<file path="src/rtl/bram_stream_reader.sv">
// Streams a burst of words out of a 2-cycle-latency block RAM through a small output FIFO.
// Optional BRAM_RD_STALL_CNT_EN adds a saturating stall_cnt_o counter of valid-but-not-ready cycles.
//
// state | meaning
// IDLE  | waiting for start_i; len_i==0 completes immediately with done_o
// ISSUE | issuing RAM reads while FIFO space allows
// DRAIN | all reads issued; waiting for the last word to be accepted
module bram_stream_reader #(
  parameter int RAM_WIDTH  = 32,
  parameter int ADDR_LINES = 4,
  parameter int FIFO_DEPTH = 4
) (
  input  logic                  clk_i,
  input  logic                  rstn_i,
  input  logic                  start_i,
  input  logic [ADDR_LINES-1:0] base_addr_i,
  input  logic [ADDR_LINES:0]   len_i,
  output logic                  busy_o,
  output logic                  done_o,
  output logic                  ram_en_o,
  output logic [ADDR_LINES-1:0] ram_addr_o,
  output logic                  ram_regce_o,
  input  logic [RAM_WIDTH-1:0]  ram_dout_i,
  output logic [RAM_WIDTH-1:0]  m_data_o,
  output logic                  m_valid_o,
  input  logic                  m_ready_i,
  output logic                  m_last_o
`ifdef BRAM_RD_STALL_CNT_EN
  ,
  output logic [15:0]           stall_cnt_o
`endif
);

  localparam int AW = ADDR_LINES;
  localparam int PW = $clog2(FIFO_DEPTH);
  localparam int CW = PW + 1;
  localparam logic [CW:0] FIFO_LIM = (CW+1)'(FIFO_DEPTH);

  typedef enum logic [1:0] {IDLE, ISSUE, DRAIN} state_t;

  state_t              state_q, state_d;
  logic                done_d, done_q;
  logic [AW:0]         len_q, cnt_q;
  logic [AW-1:0]       base_q;
  logic                rd_p1, rd_p2, last_p1, last_p2;
  logic [RAM_WIDTH-1:0] fifo_data [FIFO_DEPTH];
  logic                fifo_last [FIFO_DEPTH];
  logic [PW-1:0]       wr_ptr, rd_ptr;
  logic [CW-1:0]       count;
  logic [CW:0]         pending;
  logic                issue, issue_last, push, pop, start_ok;

  // Reads in the RAM pipeline count against FIFO space so a push never finds it full.
  assign pending    = {1'b0, count} + (CW+1)'(rd_p1) + (CW+1)'(rd_p2);
  assign issue      = (state_q == ISSUE) && (cnt_q != len_q) && (pending < FIFO_LIM);
  assign issue_last = issue && ((cnt_q + (AW+1)'(1)) == len_q);
  assign push       = rd_p2;
  assign pop        = m_valid_o && m_ready_i;
  assign start_ok   = (state_q == IDLE) && start_i;

  assign busy_o      = (state_q != IDLE);
  assign done_o      = done_q;
  assign ram_en_o    = issue;
  assign ram_addr_o  = issue ? (base_q + cnt_q[AW-1:0]) : '0;
  assign ram_regce_o = rd_p1;
  assign m_valid_o   = (count != '0);
  assign m_data_o    = m_valid_o ? fifo_data[rd_ptr] : '0;
  assign m_last_o    = m_valid_o && fifo_last[rd_ptr];

  always_comb begin
    state_d = state_q;
    done_d  = 1'b0;
    case (state_q)
      IDLE: begin
        if (start_i) begin
          if (len_i != '0) state_d = ISSUE;
          else             done_d  = 1'b1;
        end
      end
      ISSUE: if (issue_last) state_d = DRAIN;
      DRAIN: begin
        if (pop && m_last_o) begin
          state_d = IDLE;
          done_d  = 1'b1;
        end
      end
      default: state_d = IDLE;
    endcase
  end

  always_ff @(posedge clk_i or negedge rstn_i) begin
    if (!rstn_i) begin
      state_q <= IDLE;
      done_q  <= 1'b0;
      len_q   <= '0;
      base_q  <= '0;
      cnt_q   <= '0;
      rd_p1   <= 1'b0;
      rd_p2   <= 1'b0;
      last_p1 <= 1'b0;
      last_p2 <= 1'b0;
    end else begin
      state_q <= state_d;
      done_q  <= done_d;
      if (start_ok) begin
        len_q  <= len_i;
        base_q <= base_addr_i;
        cnt_q  <= '0;
      end else if (issue) begin
        cnt_q <= cnt_q + (AW+1)'(1);
      end
      rd_p1   <= issue;
      rd_p2   <= rd_p1;
      last_p1 <= issue_last;
      last_p2 <= last_p1;
    end
  end

  always_ff @(posedge clk_i or negedge rstn_i) begin
    if (!rstn_i) begin
      wr_ptr <= '0;
      rd_ptr <= '0;
      count  <= '0;
    end else begin
      if (push) wr_ptr <= wr_ptr + PW'(1);
      if (pop)  rd_ptr <= rd_ptr + PW'(1);
      case ({push, pop})
        2'b10:   count <= count + CW'(1);
        2'b01:   count <= count - CW'(1);
        default: count <= count;
      endcase
    end
  end

  // Storage needs no reset: entries are only visible while count covers them.
  always_ff @(posedge clk_i) begin
    if (push) begin
      fifo_data[wr_ptr] <= ram_dout_i;
      fifo_last[wr_ptr] <= last_p2;
    end
  end

`ifdef BRAM_RD_STALL_CNT_EN
  always_ff @(posedge clk_i or negedge rstn_i) begin
    if (!rstn_i)                                            stall_cnt_o <= '0;
    else if (start_ok)                                      stall_cnt_o <= '0;
    else if (m_valid_o && !m_ready_i && stall_cnt_o != 16'hFFFF) stall_cnt_o <= stall_cnt_o + 16'd1;
  end
`endif

endmodule

</file>
<file path="config.mk">
export PLATFORM = sky130hd
export DESIGN_NAME = bram_stream_reader
export DESIGN_NICKNAME = d
export VERILOG_FILES = /design/src/rtl/bram_stream_reader.sv
export SDC_FILE = /design/constraint.sdc
export NUM_CORES = 1
export LEC_CHECK = 0
export CAP_MARGIN = 20
export CORE_ASPECT_RATIO = 0.6
export CORE_UTILIZATION = 41
export CTS_BUF_LIST = sky130_fd_sc_hd__clkbuf_2
export DETAILED_ROUTE_END_ITERATION = 8
export RECOVER_POWER = 100
export SLEW_MARGIN = 5
export SYNTH_ARGS = -nofsm -noshare
export SYNTH_HDL_FRONTEND = slang
export SYNTH_SLANG_ARGS = --single-unit
export TNS_END_PERCENT = 1
</file>
<file path="constraint.sdc">
create_clock -name clk_i -period 2.15 [get_ports clk_i]
set_input_delay 0.43 -clock clk_i [delete_from_list [all_inputs] [get_ports clk_i]]
set_output_delay 0.43 -clock clk_i [all_outputs]
set_load 0.03 [all_outputs]
</file>
-- Word-level counts from Yosys, hierarchy flattened
Memory sizes are Yosys's and may differ from the RTL's.
Cells that the tools add are included.
- logic and storage cells: 63
- register bits after elaboration: 28
- memories: 2
- bits in latches: 0
- output and inout bits: 42
- ROM bits: 0
- input port bits: 45
- bits in writable memories: 132
- muxes and demuxes: 16
- order comparisons: 1
- shifts and indexed selects: 0
- add/subtract/negate cells: 8
- equal/unequal tests: 10
- bitwise gates (word level): 0
- $mul: 0
- div/mod/pow operators: 0
- reduce and logical (&&, ||, !) cells: 14
- memories (memory ; depth ; width ; rd ports ; clocked after Yosys merged registers in ; write ports ; RTL line ; RTL):
    fifo_data ; 4 ; 32 ; 1 ; 0 ; 1 ; 46 ; logic [RAM_WIDTH-1:0] fifo_data [FIFO_DEPTH];
    fifo_last ; 4 ; 1 ; 1 ; 0 ; 1 ; 47 ; logic fifo_last [FIFO_DEPTH];
- operators by type and width (operator ; count):
    $mux W32 ; 1
    $mux W5 ; 2
    $mux W2 ; 4
    $logic_and A1 B1 Y1 ; 7
    $ne A2 B2 Y1 const B ; 3
    $pmux W2 S3 ; 1
    $pmux W3 S2 ; 1
    $reduce_bool A2 Y1 ; 3
    $add A5 B1 Y5 const B ; 1
    $eq A5 B5 Y1 ; 1
    $mux W1 ; 5
    $ne A5 B5 Y1 ; 1
    $reduce_bool A5 Y1 ; 1
    $add A2 B1 Y2 const B ; 2
    $add A3 B1 Y4 ; 1
    $add A4 B1 Y4 ; 1
    $add A4 B4 Y4 ; 1
    $eq A2 B1 Y1 const B ; 2
    $eq A2 B2 Y1 const B ; 2
    $lt A4 B3 Y1 const B ; 1
    $mux W4 ; 1
    $reduce_and A4 Y1 ; 1
    $add A3 B1 Y3 const B ; 1
    $reduce_bool A3 Y1 ; 1
    other kinds (4) ; 4

-- Longest topological paths before layout
- word-level depth: 7
- gate-level depth with buffers: 10

-- Worst setup path after synthesis
No wires, ideal clock.
- kind: register to output
- start point: register rd_p2 (netlist: push)
- end point: output ram_addr_o[2]
- path buffers: 0
- stages on the path, launching flop included: 6
- required time: 1.720 ns
- path slack: -0.051 ns
- arrival time: 1.771 ns
- path through: dfrtp_1 > ha_1 > a21o_1 > a21oi_1 > o21ai_4 > nor2_1
- cells in the longest elaborated chain, start to end: 4
- RTL lines (item ; RTL line ; RTL):
    start: declaration ; 45 ; logic rd_p1, rd_p2, last_p1, last_p2;
    start signal: assignment ; 113 ; rd_p2 <= rd_p1;
    $add A4 B1 Y4 ; 54 ; assign pending = {1'b0, count} + (CW+1)'(rd_p1) + (CW+1)'(rd_p2);
    $lt A4 B3 Y1 ; 55 ; assign issue = (state_q == ISSUE) && (cnt_q != len_q) && (pending < FIFO_LIM);
    $logic_and A1 B1 Y1 ; 55 ;
    $mux W4 ; 64 ; assign ram_addr_o = issue ? (base_q + cnt_q[AW-1:0]) : '0;
    end: declaration ; 21 ; output logic [ADDR_LINES-1:0] ram_addr_o,
No other way between the ends.

-- Worst setup path in the final report
- start point: register len_q[2]
- end point: output ram_en_o
- cells in the longest elaborated chain, start to end: 3
- RTL lines (item ; RTL line ; RTL):
    start: declaration ; 43 ; logic [AW:0] len_q, cnt_q;
    start signal: assignment ; 106 ; len_q <= len_i;
    $ne A5 B5 Y1 ; 55 ;
    $logic_and A1 B1 Y1 (2 in series) ; 55 ;
    end: declaration ; 20 ; output logic ram_en_o,
No other way between the ends.

==> results_dict.tcl <==
set metrics [dict create \
    status "complete, but fails checks" \
    failed_checks "capacitance limit, slew limit, setup timing" \
    p_per_area_nw_per_um2 1540 \
    cts.clk_slew.worst_paths_ns 0.27 \
    syn_area_um2 6520 \
    synth_top_area_cell "edfxtp_1" \
    clock_tree.buffer_depth 2 \
    slowest_delay_ns 0.56 \
    synth_area_per_cell_um2 18.5 \
    crit_arrival_ns 2.32 \
    grt_pass1_vias 3639 \
    layout_commonest_cell "edfxtp_1" \
    path_buf_inv 2 \
    synth_top_area_share_pct 60.8 \
    dieWidth_um 165 \
    worstSetupStartpoint "len_q[2]$_DFFE_PN0P_" \
    cap_violations 1 \
    ys_types 35 \
    crit_type "register to primary output" \
    routed-via-count 3445 \
    drtIter0Drc 178 \
    start_util_pct 42.2 \
    worst-path-stages 5 \
    reg2reg_setup_slack_ns -0.14 \
    setup_tns_ns -20.58 \
    ir_drop_mv 0.922 \
    synth.area.top_cells "edfxtp_1, mux4_2, dfrtp_1" \
    netlist_instances 352 \
    fin_crit_ns 2.75 \
    track_usage_pct 16.6 \
    rr_worst_depth 9 \
    place_hpwl_um 8560 \
    finalMaxSlewViolations 29 \
    reg2reg_to "count[2]$_DFFE_PN0P_" \
    ys_seq_elements 160 \
    numCtsBuffers 17 \
    worst_pin_slew_ns 1.58 \
    place.port_buffers 86 \
    cp_data_required_time_ns 1.72 \
    cts_tree "done" \
    maxSlewHeadroom_pct -5.58 \
    finalNetCount 540 \
    grt_pass1_wl_um 19800 \
    ios 87 \
    insertion_delay_ns 0.69 \
    stdcell_count 704 \
    wirelength_um 12400 \
    ant_nets 0 \
    first_pass_iters 4 \
    grt_max_degree 29 \
    fp.dieH_um 99.7 \
    setup-violations-final 41 \
    syn2layout_area_growth_pct 26.8 \
    via_per_inst 4.89 \
    ys_seq_area_share_pct 71.6 \
    crit_family "simple AND/OR/NAND/NOR gates" \
    dieArea_um2 16400 \
    critical_path.max_fanout 6 \
    hold_viol 0 \
    rsz0062_at_grt "yes" \
    yosysWarnings 0 \
    antenna_found_initial 5 \
    grt-ovfl-total 0 \
    setup_slack_ns -0.599 \
    root_buffer "clkbuf_2" \
    hold_path.class "primary input to register" \
    drc_errors 0 \
    crit_slowest_cell "or4_4" \
    core-area_um2 15500 \
    cts-htree-levels 4 \
    clock.fmax_ghz 0.364 \
    crit_chain "xor2_1, or4_4, o21ai_4, inv_1, buf_6" \
    clock_sink_count 160 \
    period_share_pct 128 \
    crit_path_end "ram_en_o" \
    placedCellCount 666 \
    r2r_start "count[2]$_DFFE_PN0P_" \
    mostFrequentLayoutCells "edfxtp_1, mux4_2, dlygate4sd3_1" \
    skew_ns 0.0501 \
    fp-row-count 35 \
    gp_congestion 0.781 \
    syn_nets 409 \
    design_area_um2 8260 \
    wl_per_cell_um 17.7 \
    cts_hold_buf 0 \
    drive_gt1_share_pct 34.3 \
    place_area_um2 7870 \
    crit_path_end_kind "primary output" \
    p_leak_nw 3.07 \
    startpoint_type "register" \
]
==> worst register-to-register path, stage by stage, from the launching register on <==
cell      delay, ns
dfrtp_1        0.43
or3_1          0.41
clkbuf_2       0.28
and2_0         0.28
ha_1           0.22
inv_1          0.07
fa_1           0.17
xor2_1         0.16
nor2_1         0.07
xor2_1         0.13
==> worst min-delay path by stage <==
stage	startpoint	cells after the start	to	slack, ns
floorplan	rstn_i	0	base_q[0]$_DFFE_PN0P_	0.13
global placement	last_p1$_DFF_PN0_	0	last_p2$_DFF_PN0_	0.33
detailed placement	last_p1$_DFF_PN0_	0	last_p2$_DFF_PN0_	0.34
CTS	rstn_i	2	len_q[4]$_DFFE_PN0P_	0.02
global route	base_addr_i[2]	2	base_q[2]$_DFFE_PN0P_	0.28
finish	len_i[4]	2	len_q[4]$_DFFE_PN0P_	0.36
==> Yosys cell counts <==
cell      number
edfxtp_1     132
and2_1        37
mux4_2        33
dfrtp_1       28
inv_1         15
clkbuf_1      10
ha_1          10
nand2_1       10
xor2_1        10
mux2_2         9
nor2_1         9
xnor2_1        7
mux2i_1        6
buf_2          4
a21o_1         3
a21oi_1        3
nand3_1        3
o21ai_0        3
a211oi_1       2
fa_1           2
o211ai_1       2
a31oi_1        1
and2_0         1
and3_2         1
nor2b_1        1
nor4_1         1
nor4b_1        1
o21ai_4        1
o32a_1         1
o41a_1         1
o41ai_1        1
or3_1          1
or3b_1         1
or4_1          1
or4_4          1
==> power breakdown <==
group	total [mW]	switching [mW]	internal (mW)	leakage, nW
Combinational	6.55	3.44	3.12	1.37
Sequential	4.45	0.279	4.17	1.55
Clock	1.68	1.11	0.573	0.152
==> cell type report <==
class / count / area, um^2
Fill cell: 1259 / 7190
Sequential cell: 160 / 4670
Multi-Input combinational cell: 163 / 1780
Timing Repair Buffer: 126 / 1240
Tap cell: 203 / 254
Clock inverter: 15 / 173
Clock buffer: 17 / 85.1
Inverter: 15 / 56.3
Antenna cell: 5 / 12.5
==> cell families after synthesis <==
kind of cell               count (synthesis)  share of synthesized area, %
DFF                                      160                          71.6
muxes                                     48                          13.9
xor gates and xnor gates                  17                          2.28
buffers and inverters                     29                          1.75
adders and majority gates                 12                          2.53
AOI/OAI and AO/OA                         18                          2.07
and+or+nand+nor                           68                          5.93
==> sequential cells by signal, summed over array words and instances, names as in the netlist, 2 cells and up <==
register	cells
cnt_q	5
rd_ptr	2
state_q	2
wr_ptr	2
fifo_data	128
count	3
len_q	5
base_q	4
fifo_last	4
==> layer usage <==
metal / up-vias / track usage, % / wire [um]
li1: 1615 / - / -
met1: 1742 / 24.1 / 6010
met2: 79 / 24.4 / 5520
met3: 7 / 5.34 / 825
met4: 2 / 4.02 / 74
met5: - / 0 / 10
==> repair_timing <==
| action | in CTS | in global routing |
|---|---|---|
| gates cloned | 0 | 0 |
| pin swaps | 9 | 3 |
| hold endpoints to repair | 0 | 0 |
| gates resized for setup | 101 | 0 |
| setup endpoints to repair | 44 | 42 |
| buffers inserted | 1 | 0 |
==> per-stage QoR <==
stage | hold slack (ns) | util, % | total power [mW] | worst slack [ns]
floorplan | 0.134 | - | 8.37 | -0.0506
global placement | 0.334 | 50.9 | 10.7 | -0.131
detailed placement | 0.343 | 50.9 | 10.8 | -0.141
CTS | 0.0203 | 53.7 | 12.9 | -0.701
global route | 0.279 | 53.4 | 13.5 | -0.805
finish | 0.362 | 53.5 | 12.7 | -0.599
No activity file was read; power rests on OpenSTA's default activity.
==> RTL change (config.mk and constraints unchanged) <==
`RAM_WIDTH`: 32 -> 64.
--- a/src/rtl/bram_stream_reader.sv
+++ b/src/rtl/bram_stream_reader.sv
@@ -7,5 +7,5 @@
 // DRAIN | all reads issued; waiting for the last word to be accepted
 module bram_stream_reader #(
-  parameter int RAM_WIDTH  = 32,
+  parameter int RAM_WIDTH  = 64,
   parameter int ADDR_LINES = 4,
   parameter int FIFO_DEPTH = 4
Interface: changed (resized m_data_o and ram_dout_i); port bits go from 87 to 151. The function was not compared with the original's and may differ.
==> RTL change against the original RTL <==
- the flow finishes with violations (setup timing)
- sequential cell count is 128 higher
- design area is 75% higher
- routed wire length is 98% higher
- power is 80% higher
- synthesized area is 74% higher
- count of clock-buffer cells in the layout is 84 higher
- setup slack worse by 0.20 ns
- non-clock buffer count is 69 higher
- critical path type unchanged
- largest power group unchanged
- highest routed layer unchanged
==> RTL change: results (changes against the original RTL) <==
Cells and area
  • Nets: 884 (was 540)
  • Largest registers: fifo_data: 256 flops, cnt_q: 5 flops, len_q: 5 flops (was fifo_data: 128 flops, cnt_q: 5 flops, len_q: 5 flops)
  • Share of layout cells above drive strength 1: 41.3% (was 34.3%)
  • Number of filler instances in the final layout: 2170 (was 1259)

Timing
  • Finish-stage setup viols: 74 (was 41)
  • Clock tree skew after final layout: 0.0506 ns (was 0.0501 ns)
  • Worst Max-Slew Pin Slew: 0.831 ns (was 1.58 ns)
  • Post-layout worst setup margin: -0.795 ns (was -0.599 ns)

Setup path
  • Slowest cell delay on critical path: 0.52 ns (was 0.56 ns)
  • Critical path arrival: 2.51 ns (was 2.32 ns)
  • FF-to-FF setup slack: -0.07 ns (was -0.14 ns)
  • Max stage delay cell, worst path: dfrtp_4 (was or4_4)

Global routing
  • Pin count of the biggest net entering global routing: 40 (was 29)
  • Vias in the first global route: 6543 (was 3639)
  • Tot GR Track Use: 18.2% (was 16.6%)
  • Global-route wire length before repair: 37700 µm (was 19800 µm)

Logic synthesis
  • Cells taking the most area after synthesis: edfxtp_1 69%, mux4_2 13%, dfrtp_1 6.2% (was edfxtp_1 61%, mux4_2 11%, dfrtp_1 11%)
  • Async SR Flop Fraction: 9.72% (was 17.5%)
  • Number of instances in the synthesized netlist: 554 (was 352)
  • Most used standard cells in the synthesized netlist: 260 x edfxtp_1, 70 x and2_1, 65 x mux4_2, 28 x dfrtp_1, 15 x inv_1 (was 132 x edfxtp_1, 37 x and2_1, 33 x mux4_2, 28 x dfrtp_1, 15 x inv_1)
  • Number of enable flip-flop cells after synthesis: 260 (was 132)

Clock network
  • Number of buffers added by the clock tree synthesis step: 68 (was 17)
  • CTS clk-pin slew, worst paths: 0.12 ns (was 0.27 ns)
  • Max Root-Sink Buffers: 3 (was 2)
  • Maximum level of the CTS H-tree: 3 (was 4)
  • Clock latency of the later-clocked register in the worst-skew pair: 0.81 ns (was 0.69 ns)

Placement
  • HPWL after detailed placement: 14700 µm (was 8560 µm)
  • Port-buffer cells: 150 (was 86)
  • Cell Count Post-Placement: 1076 (was 666)

Run status
  • Result of the run: finished, violations left (unchanged)
  • Failing checks: setup timing (was capacitance limit, slew limit, setup timing)

Pwr
  • Worst supply voltage drop on vdd: 0.783 mV (was 0.922 mV)

Route
  • Final WL: 24600 µm (was 12400 µm)
  • Detail-routed via count per cell: 5.01 (was 4.89)
  • First-iteration detailed-routing DRC count: 309 (was 178)
==> RTL change: cell types whose count changed in the layout (fill, tap and decap cells not counted), sizes merged, moves of 4 or more <==
| cell | change |
|---|---|
| clkinv | +4 |
| buf | +46 |
| and2 | +32 |
| clkbuf | +87 |
| edfxtp | +128 |
| clkdlybuf4s15 | -13 |
| dlygate4sd3 | +33 |
| inv | -4 |
| mux4 | +32 |
==> RTL change: cell families after synthesis <==
group	count (synthesis)	share of synthesized area, %
AO/OA/AOI/OAI	18	1.19
flip-flops	288	75.1
XOR/XNOR	17	1.31
buffers and inverters	39	1.45
multiplexers	80	14.3
adder cells (fa/ha/maj)	12	1.46
AND/OR/NAND/NOR	100	5.18
==> RTL change: worst paths after layout <==
check                           from            to  depth (start not counted)
setup / recovery           rd_ptr[0]  m_data_o[14]                          6
hold / removal              len_i[4]      len_q[4]                          2
setup reg to reg            count[2]      count[2]                          9
hold reg to reg              last_p1       last_p2                          0
max in group asynchronous     rstn_i     rd_ptr[0]                          3
min in group asynchronous     rstn_i      len_q[0]                          3
==> RTL change: timing repair <==
action / 4_1_cts / 5_1_grt
gates cloned: 4 / 0
pin swaps: 32 / 10
hold buffers: 1 / 0
setup buffers: 5 / 0
endpoints found under the setup margin: 76 / 73
resized for setup: 383 / 49
hold endpoints to repair: 28 / 0
==> RTL change: metal layers <==
layer  GRT usage [%]  part of all wire [%]
met1            25.0                    46
met2            27.8                    46
met3            5.74                   6.1
met4            6.09                   1.6
met5               0                 0.053
==> RTL change: worst max-delay path: cells and delay by family (launching register included) <==
kind | cells | cell delay, ns
DFF | 1 | 0.52
buffers and inverters | 4 | 0.56
and+or+nand+nor | 1 | 0.17
muxes | 1 | 0.46
==> RTL change: per-stage QoR <==
stage / power (mW) / setup TNS [ns] / util (%) / hold WS, ns
floorplan: 14.3 / -76.72 / - / 0.134
global placement: 18.4 / -17.99 / 50.8 / 0.336
detailed placement: 18.6 / -18.27 / 50.8 / 0.345
CTS: 23.4 / -62.91 / 54.5 / 0.0756
global route: 24.1 / -62.56 / 53.9 / 0.120
finish: 22.8 / -48.69 / 54.0 / 0.226
==> RTL change: final cells by class <==
class / instances / area share [%]
Tap cell: 360 / 3.12
Clock buffer: 101 / 3.50
Multi-Input combinational cell: 227 / 19.4
Sequential cell: 288 / 58.9
Clock inverter: 14 / 0.727
Antenna cell: 4 / 0.0693
Inverter: 15 / 0.390
Timing Repair Buffer: 195 / 13.9
==> RTL change: power by group <==
group          switching, mW  internal, mW
Sequential             0.395          7.50
Clock                   2.05          1.47
Combinational           6.00          5.43
